## config.mk

```make
export PLATFORM = sky130hd
export DESIGN_NAME = mem_arbiter
export DESIGN_NICKNAME = d
export VERILOG_FILES = /design/src/rtl/mem_arbiter.sv
export SDC_FILE = /design/constraint.sdc
export NUM_CORES = 1
export LEC_CHECK = 0
export ABC_AREA = 1
export CAP_MARGIN = 20
export CORE_MARGIN = 1
export CORE_UTILIZATION = 46
export CTS_CLUSTER_DIAMETER = 60
export DETAILED_ROUTE_END_ITERATION = 6
export GPL_ROUTABILITY_DRIVEN = 0
export PLACE_DENSITY = 0.87
export SLEW_MARGIN = 30
export SYNTH_ARGS = -nofsm -noshare
export SYNTH_HDL_FRONTEND = slang
export SYNTH_SLANG_ARGS = --single-unit
```

## constraint.sdc

```tcl
create_clock -name clk -period 2.8 [get_ports clk]
set_input_delay 0.7 -clock clk [delete_from_list [all_inputs] [get_ports clk]]
set_output_delay 0.7 -clock clk [all_outputs]
set_load 0.03 [all_outputs]
```

## src/rtl/mem_arbiter.sv

```systemverilog
// mem_arbiter: shares one synchronous RAM port between port 0 (CPU) and
// port 1 (loader/debug). Each transaction runs IDLE -> ACCESS (LAT cycles)
// -> DONE (one-cycle ack), with round-robin choice under contention.
//
// Handshake: a requester presents cmd (01 read, 10 write; 00/11 = none)
// with stable addr/wdata and holds them until its ack pulse. The request is
// latched at grant, so later input changes are ignored. If cmd is still
// valid in the IDLE cycle after the ack, it is a new request.
module mem_arbiter #(
  parameter int AW  = 9,
  parameter int DW  = 16,
  parameter int LAT = 1    // RAM access cycles per transaction, 1..15
) (
  input  logic          clk,
  input  logic          reset,     // asynchronous, active low
  input  logic [1:0]    cmd0,
  input  logic [AW-1:0] addr0,
  input  logic [DW-1:0] wdata0,
  output logic          ack0,
  input  logic [1:0]    cmd1,
  input  logic [AW-1:0] addr1,
  input  logic [DW-1:0] wdata1,
  output logic          ack1,
  output logic [DW-1:0] rdata,
  output logic [1:0]    mem_cmd,
  output logic [AW-1:0] mem_addr,
  output logic [DW-1:0] mem_wdata,
  input  logic [DW-1:0] mem_rdata,
  output logic          busy,
  output logic          gnt
);

  typedef enum logic [1:0] {
    IDLE   = 2'd0,
    ACCESS = 2'd1,
    DONE   = 2'd2
  } state_e;

  localparam logic [3:0] CNT_INIT = 4'(LAT - 1);
  localparam logic [1:0] CMD_NONE  = 2'b00;
  localparam logic [1:0] CMD_READ  = 2'b01;
  localparam logic [1:0] CMD_WRITE = 2'b10;

  state_e        state_q;
  logic [3:0]    cnt_q;
  logic [1:0]    cmd_q;        // latched command, kept through DONE
  logic [1:0]    mem_cmd_q;
  logic [AW-1:0] mem_addr_q;   // doubles as the latched address
  logic [DW-1:0] mem_wdata_q;  // doubles as the latched write data
  logic [DW-1:0] rdata_q;
  logic          gnt_q;
  logic          ack0_q;
  logic          ack1_q;

  logic          v0_d;
  logic          v1_d;
  logic          req_d;
  logic          win_d;
  logic [1:0]    cmd_d;
  logic [AW-1:0] addr_d;
  logic [DW-1:0] wdata_d;

  // Pick the winner among valid requests: the port not last granted wins a tie.
  always_comb begin
    v0_d  = (cmd0 == CMD_READ) || (cmd0 == CMD_WRITE);
    v1_d  = (cmd1 == CMD_READ) || (cmd1 == CMD_WRITE);
    req_d = v0_d || v1_d;
    if (v0_d && v1_d) begin
      win_d = ~gnt_q;
    end else begin
      win_d = v1_d;
    end
    cmd_d   = win_d ? cmd1   : cmd0;
    addr_d  = win_d ? addr1  : addr0;
    wdata_d = win_d ? wdata1 : wdata0;
  end

  // Transaction sequencer with registered RAM command, ack and read data.
  always_ff @(posedge clk or negedge reset) begin
    if (!reset) begin
      state_q     <= IDLE;
      cnt_q       <= '0;
      cmd_q       <= CMD_NONE;
      mem_cmd_q   <= CMD_NONE;
      mem_addr_q  <= '0;
      mem_wdata_q <= '0;
      rdata_q     <= '0;
      gnt_q       <= 1'b1;   // so port 0 wins the first contention
      ack0_q      <= 1'b0;
      ack1_q      <= 1'b0;
    end else begin
      ack0_q <= 1'b0;
      ack1_q <= 1'b0;
      case (state_q)
        IDLE: begin
          if (req_d) begin
            state_q     <= ACCESS;
            gnt_q       <= win_d;
            cmd_q       <= cmd_d;
            mem_cmd_q   <= cmd_d;
            mem_addr_q  <= addr_d;
            mem_wdata_q <= wdata_d;
            cnt_q       <= CNT_INIT;
          end
        end
        ACCESS: begin
          if (cnt_q == 4'd0) begin
            if (cmd_q == CMD_READ) begin
              rdata_q <= mem_rdata;
            end
            mem_cmd_q <= CMD_NONE;
            state_q   <= DONE;
            ack0_q    <= ~gnt_q;
            ack1_q    <= gnt_q;
          end else begin
            cnt_q <= cnt_q - 4'd1;
          end
        end
        DONE: begin
          state_q <= IDLE;
        end
        default: begin
          state_q <= IDLE;
        end
      endcase
    end
  end

  assign ack0      = ack0_q;
  assign ack1      = ack1_q;
  assign rdata     = rdata_q;
  assign mem_cmd   = mem_cmd_q;
  assign mem_addr  = mem_addr_q;
  assign mem_wdata = mem_wdata_q;
  assign busy      = (state_q != IDLE);
  assign gnt       = gnt_q;

endmodule

```

Yosys cells after proc, flatten, opt, wreduce, memory -nomap -nowiden

Cells that the tools add are included.

Output and inout bits: 47
Logic and storage cells: 51
Bits in registers: 54
Input port bits: 72

Eq/ne operators: 9
Mux-type cells: 17
$add $sub $neg: 1
Bitwise logic cells: 1
Reductions and logical operators: 13

Operators with widths:

| cell                | count |
|---|---|
| $mux 16             | 1 |
| $mux 2              | 5 |
| $mux 9              | 1 |
| $reduce_and 3->1    | 3 |
| $eq 2x1->1 const B  | 4 |
| $mux 4              | 2 |
| $pmux 2 s2          | 2 |
| $pmux 4 s2          | 1 |
| $ne 2x2->1 const B  | 3 |
| $mux 1              | 5 |
| $eq 2x2->1 const B  | 2 |
| $logic_not 4->1     | 1 |
| $reduce_and 2->1    | 2 |
| $reduce_bool 2->1   | 2 |
| $sub 4x1->4 const B | 1 |
| $logic_or 1x1->1    | 3 |
| $logic_not 2->1     | 1 |
| $logic_and 1x1->1   | 1 |
| $not 1->1           | 1 |

Logic depth before layout (Yosys ltp)

Gate-level depths: netlist of the first run.

Word-level depth: 7
Mapped depth: 9
Depth with buffers taken out: 8

Worst setup path before layout of the first run

Ideal clock, no wire load.

Kind: input to register
Start point: input cmd0[0]
End point: register mem_addr_q[4], in the netlist mem_addr[4]
Stages: 9
Required time: 2.683 ns
Setup slack: 1.274 ns
Path buffers: 1
Library setup time: 0.117 ns
Arrival time: 1.409 ns
Cells stage by stage: inv_1 -> nand2_1 -> nand2_1 -> nand2_2 -> nand2_8 -> clkinv_8 -> buf_12 -> nand3_1 -> nand2_1

Word-level cells in the longest chain between the ends: 5
Elaborated cells on any way between the ends: 8
Those cells by class: eq/ne (2); mux (2); reduce/logical (4)

RTL lines:

| element                                         | RTL line | RTL |
|---|---|---|
| start, declared                                 | 16       | `input logic [1:0] cmd0,` |
| $eq 2x1->1 / $eq 2x2->1 (equally long branches) | 65       | `v0_d = (cmd0 == CMD_READ) \|\| (cmd0 == CMD_WRITE);` |
| $logic_or 1x1->1 *                              | 65       |  |
| $logic_and 1x1->1                               | 68       | `if (v0_d && v1_d) begin` |
| $mux 1                                          | 68       |  |
| $mux 9                                          | 74       | `addr_d = win_d ? addr1 : addr0;` |
| end signal, assigned                            | 101      | `mem_addr_q <= addr_d;` |
| end, declared                                   | 48       | `logic [AW-1:0] mem_addr_q;` |

Every way passes the cells marked *; elsewhere a longest branch is shown, timed or not.
A chain may end at the register's enable or synchronous reset.

Worst setup path in the final report of the first run

Start point: register state_q[1]
End point: output busy

Word-level cells in the longest chain between the ends: 1

RTL lines:

| element                | RTL line | RTL |
|---|---|---|
| start, declared        | 44       | `state_e state_q;` |
| start signal, assigned | 81       | `state_q <= IDLE;` |
| start signal, assigned | 97       | `state_q <= ACCESS;` |
| start signal, assigned | 112      | `state_q <= DONE;` |
| $reduce_bool 2->1      | 135      | `assign busy = (state_q != IDLE);` |
| end, declared          | 29       | `output logic busy,` |

No other way between the ends.

==> results.json, run 1 <==
{
  "cpLargestDelayFamily": "buffers and inverters",
  "antennaDiodeCount": 0,
  "fillCellCount": 501,
  "holdPathEnd": "mem_wdata[8]",
  "worst_hold_path.num_cells": 2,
  "cts.sinks": 54,
  "worst_path_largest_cell_delay_ns": 0.60,
  "cp.required_ns": 2.10,
  "fin_crit_ns": 2.36,
  "setup_viol": 0,
  "min_from": "mem_wdata[8]",
  "synth_xor_area_share_pct": 0,
  "antenna_found_initial": 0,
  "start_util_pct": 47.9,
  "cp_slowest_cell": "clkdlybuf4s50_1",
  "synth_compound_area_share_pct": 3.51,
  "ir_drop_v": 0.000799,
  "ys_ff_latch": 54,
  "pwr-share-clk_pct": 14.4,
  "cts_buffers": 5,
  "avgSynthCellArea_sq_um": 7.92,
  "seq_power_share_pct": 31.0,
  "die_x_um": 80.8,
  "synth_top_family_by_area": "simple AND/OR/NAND/NOR gates",
  "clock-skew-final_ns": 0.00496,
  "grt_start_max_net_pins": 55,
  "io_pins": 119,
  "worst_pin_slew_ns": 0.766,
  "synth_common_cells": "nand2_1 (115), inv_1 (75), dfrtp_1 (53)",
  "path_clk_slew_ns": 0.09,
  "finalNetCount": 547,
  "drc": 0,
  "ant_nets": 0,
  "p_leak_nw": 2.19,
  "cap_violations": 0,
  "core_area_sq_um": 5960,
  "holdCritPathClass": "reg -> reg",
  "p_int_mw": 2.45,
  "synthAdderAreaFrac_pct": 0.877,
  "p_comb_share_pct": 54.6,
  "start_kind": "register",
  "via_count": 2590,
  "drive_above_1_share_pct": 9.07,
  "crit_chain": "nor2_2, inv_1, clkdlybuf4s50_1",
  "dieArea_sq_um": 6520,
  "critical_path.max_fanout": 2,
  "syn_nets": 434,
  "hold_viol_final": 0,
  "switchingPower_mw": 1.90,
  "yosys-mux-area-fraction_pct": 0,
  "rsz0062_at_grt": "no",
  "first_iter_violations": 116,
  "syn_inst": 360,
  "grt_pass1_wl_mm": 10.8,
  "rr_worst_depth": 6,
  "slew_viol_final": 0,
  "ctsHoldBuffers": 0,
  "synth.distinct_cells": 25,
  "wl_mm": 6.71,
  "tns_ns": 0,
  "slew_headroom_pct": 48.8,
  "r2r_start": "cnt_q[0]",
  "yosys_warnings": 0,
  "yosysSeqAreaShare_pct": 47.4,
  "yosys-top-cells-area": "dfrtp_1 (46%), nand2_1 (15%), inv_1 (9.9%), nand3_1 (7.4%), nand3_2 (6.3%)",
  "critPathKind": "reg -> out",
  "clock_latency_ns": 0.30,
  "yosysTopAreaCellShare_pct": 46.5,
  "async_flop_share_pct": 100,
  "finalCritPeriodShare_pct": 84.3,
  "fp.dieH_um": 80.8,
  "reg2reg_slack_ns": 0.91,
  "status": "finished clean",
  "synth_ff_type": "dfrtp_1",
  "cp_num_buf_inv": 2,
  "powerDensity_nw_per_um2": 1050,
  "core.rowCount": 28,
  "cts_tree": "done",
  "cts_root_buffer": "clkbuf_8",
  "netlist_area_sq_um": 2850,
  "p_sw_share_pct": 43.7,
  "startpoint": "state_q[1]",
  "synth_edf_count": 0,
  "synth_simple_gate_area_share_pct": 33.0,
  "cp-end-kind": "output port",
  "cts_resized": 0,
  "htreeDepth": 2,
  "post_cts_buffers": 0,
  "grt_pass1_vias": 2535,
  "post-dp-hpwl_mm": 4.84,
  "power_mw": 4.35,
  "grt_remaining_overflow": 0,
  "crit_arrival_ns": 1.66,
  "track_usage_pct": 21.0,
  "drtPass1Iterations": 4,
  "syn_to_final_growth_pct": 45.8,
  "yosysMostFrequentCell": "nand2_1",
  "via_per_inst": 4.72,
  "io_buffers": 118,
  "r2r_end": "rdata[1]",
  "wl_per_cell_um": 12.2,
  "max_freq_ghz": 0.424,
  "clock_path_buffers": 2,
  "synth_area_leader_cell": "dfrtp_1"
}
## layout make-up
class	count	area (sq um)	area share (%)
repair buffers	120	1190	28.6
inverters	80	313	7.52
clock buffers	6	82.6	1.98
well taps	75	93.8	2.26
flip-flops and latches	54	1350	32.5
multi-input cells	212	1070	25.7
clock inverters	2	60.1	1.44
## worst max-delay path by stage
stage | cells after the start | to
final | 3 | busy
after global routing | 3 | busy
after CTS | 3 | busy
after detailed placement | 8 | mem_addr[6]
after global placement | 8 | mem_cmd[1]
after floorplan | 9 | mem_addr[4]
## cell usage in the layout, fill, tap and decap left out, drive strengths merged, types with 2 or more instances in the layout
cell and n:
buf 3, nand3 61, o21ai 19, nand4 2
clkdlybuf4s50 117, dfrtp 53, ha 2, inv 79
clkbuf 6, bufinv 2, nand2 119, nor2 8
## power groups by stage
stage	clock, mW	sequential, mW	combinational (mW)
global placement	0	1.35	2.35
CTS	0.642	1.35	2.39
floorplan	0	2.00	0.876
finish	0.629	1.35	2.38
detailed placement	0	1.36	2.39
global route	0.669	1.39	2.56
## state kept, by name (all words and copies together), names as in the netlist
register / flops
ack0: 1
cnt_q: 4
cmd_q: 2
ack1: 1
rdata: 16
mem_addr: 9
gnt: 1
mem_cmd: 2
state_q: 2
mem_wdata: 16
## tightest hold or removal path, delay by kind of cell (launching register included)
family	cells	cell delay (ns)
DFF	1	0.35
and+or+nand+nor	2	0.10
## cell families after synthesis
group	Yosys count
AO/OA/AOI/OAI	20
adder cells (fa/ha/maj)	2
buffers and inverters	94
flip-flops	54
AND/OR/NAND/NOR	190
## layer usage
metal	global-route usage, %	up-vias	share of wire [%]
met5	0	-	0
li1	-	1303	-
met4	6.43	0	1.6
met3	1.46	8	3.2
met2	39.2	62	51
met1	25.8	1217	44
## stage by stage
step	utilization (%)	cell area (sq um)	setup slack, ns	cells	hold slack, ns
6_report	69.9	4160	0.439	549	0.484
5_1_grt	69.9	4160	0.393	549	0.509
4_1_cts	69.9	4160	0.424	549	0.490
3_5_place_dp	67.5	4020	0.375	541	0.466
3_3_place_gp	67.5	4020	0.430	541	0.462
2_1_floorplan	-	2850	1.27	360	0.404
Power figures use the tool's default switching activity.
==> inputs of run 2 (changes only) <==
--- a/config.mk
+++ b/config.mk
@@ -8,11 +8,11 @@
 export ABC_AREA = 1
 export CAP_MARGIN = 20
 export CORE_MARGIN = 1
-export CORE_UTILIZATION = 46
+export CORE_UTILIZATION = 43
 export CTS_CLUSTER_DIAMETER = 60
 export DETAILED_ROUTE_END_ITERATION = 6
 export GPL_ROUTABILITY_DRIVEN = 0
-export PLACE_DENSITY = 0.87
+export PLACE_DENSITY = 0.83
 export SLEW_MARGIN = 30
 export SYNTH_ARGS = -nofsm -noshare
 export SYNTH_HDL_FRONTEND = slang
==> constraint.sdc (replaced) <==
create_clock -name clk -period 2.4 [get_ports clk]
set_input_delay 0.6 -clock clk [delete_from_list [all_inputs] [get_ports clk]]
set_output_delay 0.6 -clock clk [all_outputs]
set_load 0.03 [all_outputs]
==> run 2 against run 1 <==
  * Die area grew 6.8%
  * Largest cell class unchanged
  * Sequential power is 18% higher
  * Final cell count rose by 0.55%
  * Clock-buffer cell count up 1
  * First-iteration DRC count grew 39%
  * Sequential share of layout area up 0.23 points
  * Highest routed layer unchanged
==> results.json, run 2 (same netlist as run 1, synthesis figures left out) <==
{
  "status": "finished clean",
  "crit_arrival_ns": 1.67,
  "fp.dieH_um": 83.5,
  "wl_mm": 6.84,
  "worst_pin_slew_ns": 0.766,
  "start_util_pct": 44.7,
  "core_area_sq_um": 6390,
  "rr_worst_depth": 6,
  "cts.sinks": 54,
  "worst_path_largest_cell_delay_ns": 0.60,
  "fillCellCount": 567,
  "antenna_found_initial": 0,
  "crit_end": "busy",
  "post-dp-hpwl_mm": 5.06,
  "gr-usage-met3_pct": 3.07,
  "max_freq_ghz": 0.441,
  "ir_drop_v": 0.000836,
  "mostFrequentLayoutCells": "clkdlybuf4s50_1 (117), nand2_1 (115), inv_1 (75), dfrtp_1 (53), nand3_1 (42)",
  "fin_crit_ns": 2.27,
  "cts_resized": 0,
  "first_iter_violations": 161,
  "drtPass1Iterations": 4,
  "htreeDepth": 2,
  "reg2reg_slack_ns": 0.50,
  "hold_viol_final": 0,
  "drc": 0,
  "grt_pass1_wl_mm": 11.5,
  "post_cts_buffers": 0,
  "place_inst": 544,
  "final_cells": 552,
  "clock_path_buffers": 2,
  "cp-end-kind": "output port",
  "cts_buffers": 5,
  "placed_area_sq_um": 4040,
  "p_leak_nw": 2.18,
  "core.rowCount": 29,
  "ant_nets": 0,
  "crit_chain": "nor2_2, inv_1, clkdlybuf4s50_1",
  "grt_start_max_net_pins": 38,
  "layout_commonest_cell": "clkdlybuf4s50_1",
  "wl_per_cell_um": 12.4,
  "cp_slowest_cell": "clkdlybuf4s50_1",
  "clock-skew-final_ns": 0.00865,
  "busiest_layer": "met2",
  "grt_pass1_vias": 2536,
  "drive_above_1_share_pct": 9.05,
  "track_usage_pct": 20.3,
  "design_area_sq_um": 4130,
  "r2r_end": "rdata[1]",
  "io_pins": 119,
  "antennaDiodeCount": 0,
  "critical_path.max_fanout": 2,
  "critPathKind": "reg -> out",
  "io_buffers": 118,
  "dp_slack_ns": 0.237,
  "ctsHoldBuffers": 0,
  "cp.required_ns": 1.80,
  "finalNetCount": 548,
  "cts_tree": "done",
  "fin_ws_ns": 0.130,
  "power_mw": 4.89,
  "slew_headroom_pct": 48.8,
  "rsz0062_at_grt": "no",
  "dieArea_sq_um": 6960,
  "fin_util_pct": 64.7,
  "path_clk_slew_ns": 0.10,
  "clock_latency_ns": 0.31,
  "via_per_inst": 4.73,
  "die_x_um": 83.5,
  "met2_usage_pct": 34.4,
  "startpoint": "state_q[1]",
  "cts_root_buffer": "clkbuf_8",
  "use_met1_pct": 26.6,
  "cap_violations": 0,
  "start_kind": "register",
  "powerDensity_nw_per_um2": 1180,
  "grt_remaining_overflow": 0,
  "holdWs_ns": 0.316,
  "finalCritPeriodShare_pct": 94.6,
  "tns_ns": 0,
  "syn_to_final_growth_pct": 44.8,
  "slew_viol_final": 0,
  "setup_viol": 0,
  "r2r_start": "cnt_q[0]",
  "holdCritPathClass": "in -> async",
  "via_count": 2610
}
run 2: cell count changes in the layout (fill, tap and decap cells not counted):
cell,before,now
buf_12,0,1
bufinv_16,2,0
clkbuf_1,0,1
clkinv_2,0,1
run 2: cell type report:
| cell class | instances | area (sq um) | area share, % |
|---|---|---|---|
| Clock buffer | 7 | 86.3 | 2.09 |
| Clock inverter | 1 | 5.00 | 0.121 |
| Inverter | 80 | 313 | 7.57 |
| Multi-Input combinational cell | 212 | 1070 | 25.8 |
| Sequential cell | 54 | 1350 | 32.7 |
| Tap cell | 77 | 96.3 | 2.33 |
| Timing Repair Buffer | 121 | 1210 | 29.3 |
run 2: worst min path at each step:
stage / from / endpoint / cells past startpoint
after floorplan: reset / ack0 / 0
after detailed placement: mem_wdata[13] / mem_wdata[13] / 2
after global routing: reset / rdata[4] / 1
after global placement: mem_addr[5] / mem_addr[5] / 2
after CTS: reset / rdata[4] / 1
final: reset / rdata[4] / 1
run 2: layer usage:
metal	routed length (um)	share of wire (%)
met5	0	0
met4	91	1.3
met3	365	5.3
met2	3320	49
met1	3060	45
run 2: power breakdown:
| part | internal (mW) | switching (mW) | leakage, nW |
|---|---|---|---|
| logic | 1.09 | 1.69 | 1.46 |
| clock network | 0.233 | 0.284 | 0.0482 |
| registers | 1.34 | 0.252 | 0.666 |
run 2: worst max-delay path, delay by kind of cell (launching register included):
kind,cells,cell delay [ns]
AND/OR/NAND/NOR,1,0.28
flip-flops,1,0.42
buffers and inverters,2,0.68
==> inputs of run 3 (changes only) <==
--- a/config.mk
+++ b/config.mk
@@ -12,8 +12,10 @@
 export CTS_CLUSTER_DIAMETER = 60
 export DETAILED_ROUTE_END_ITERATION = 6
 export GPL_ROUTABILITY_DRIVEN = 0
+export HOLD_SLACK_MARGIN = 0.12
 export PLACE_DENSITY = 0.83
-export SLEW_MARGIN = 30
+export SKIP_LAST_GASP = 1
+export SLEW_MARGIN = 25
 export SYNTH_ARGS = -nofsm -noshare
 export SYNTH_HDL_FRONTEND = slang
 export SYNTH_SLANG_ARGS = --single-unit
==> results of run 3 <==
Same layout as run 2: the final DEF is identical, and so are final timing and power.
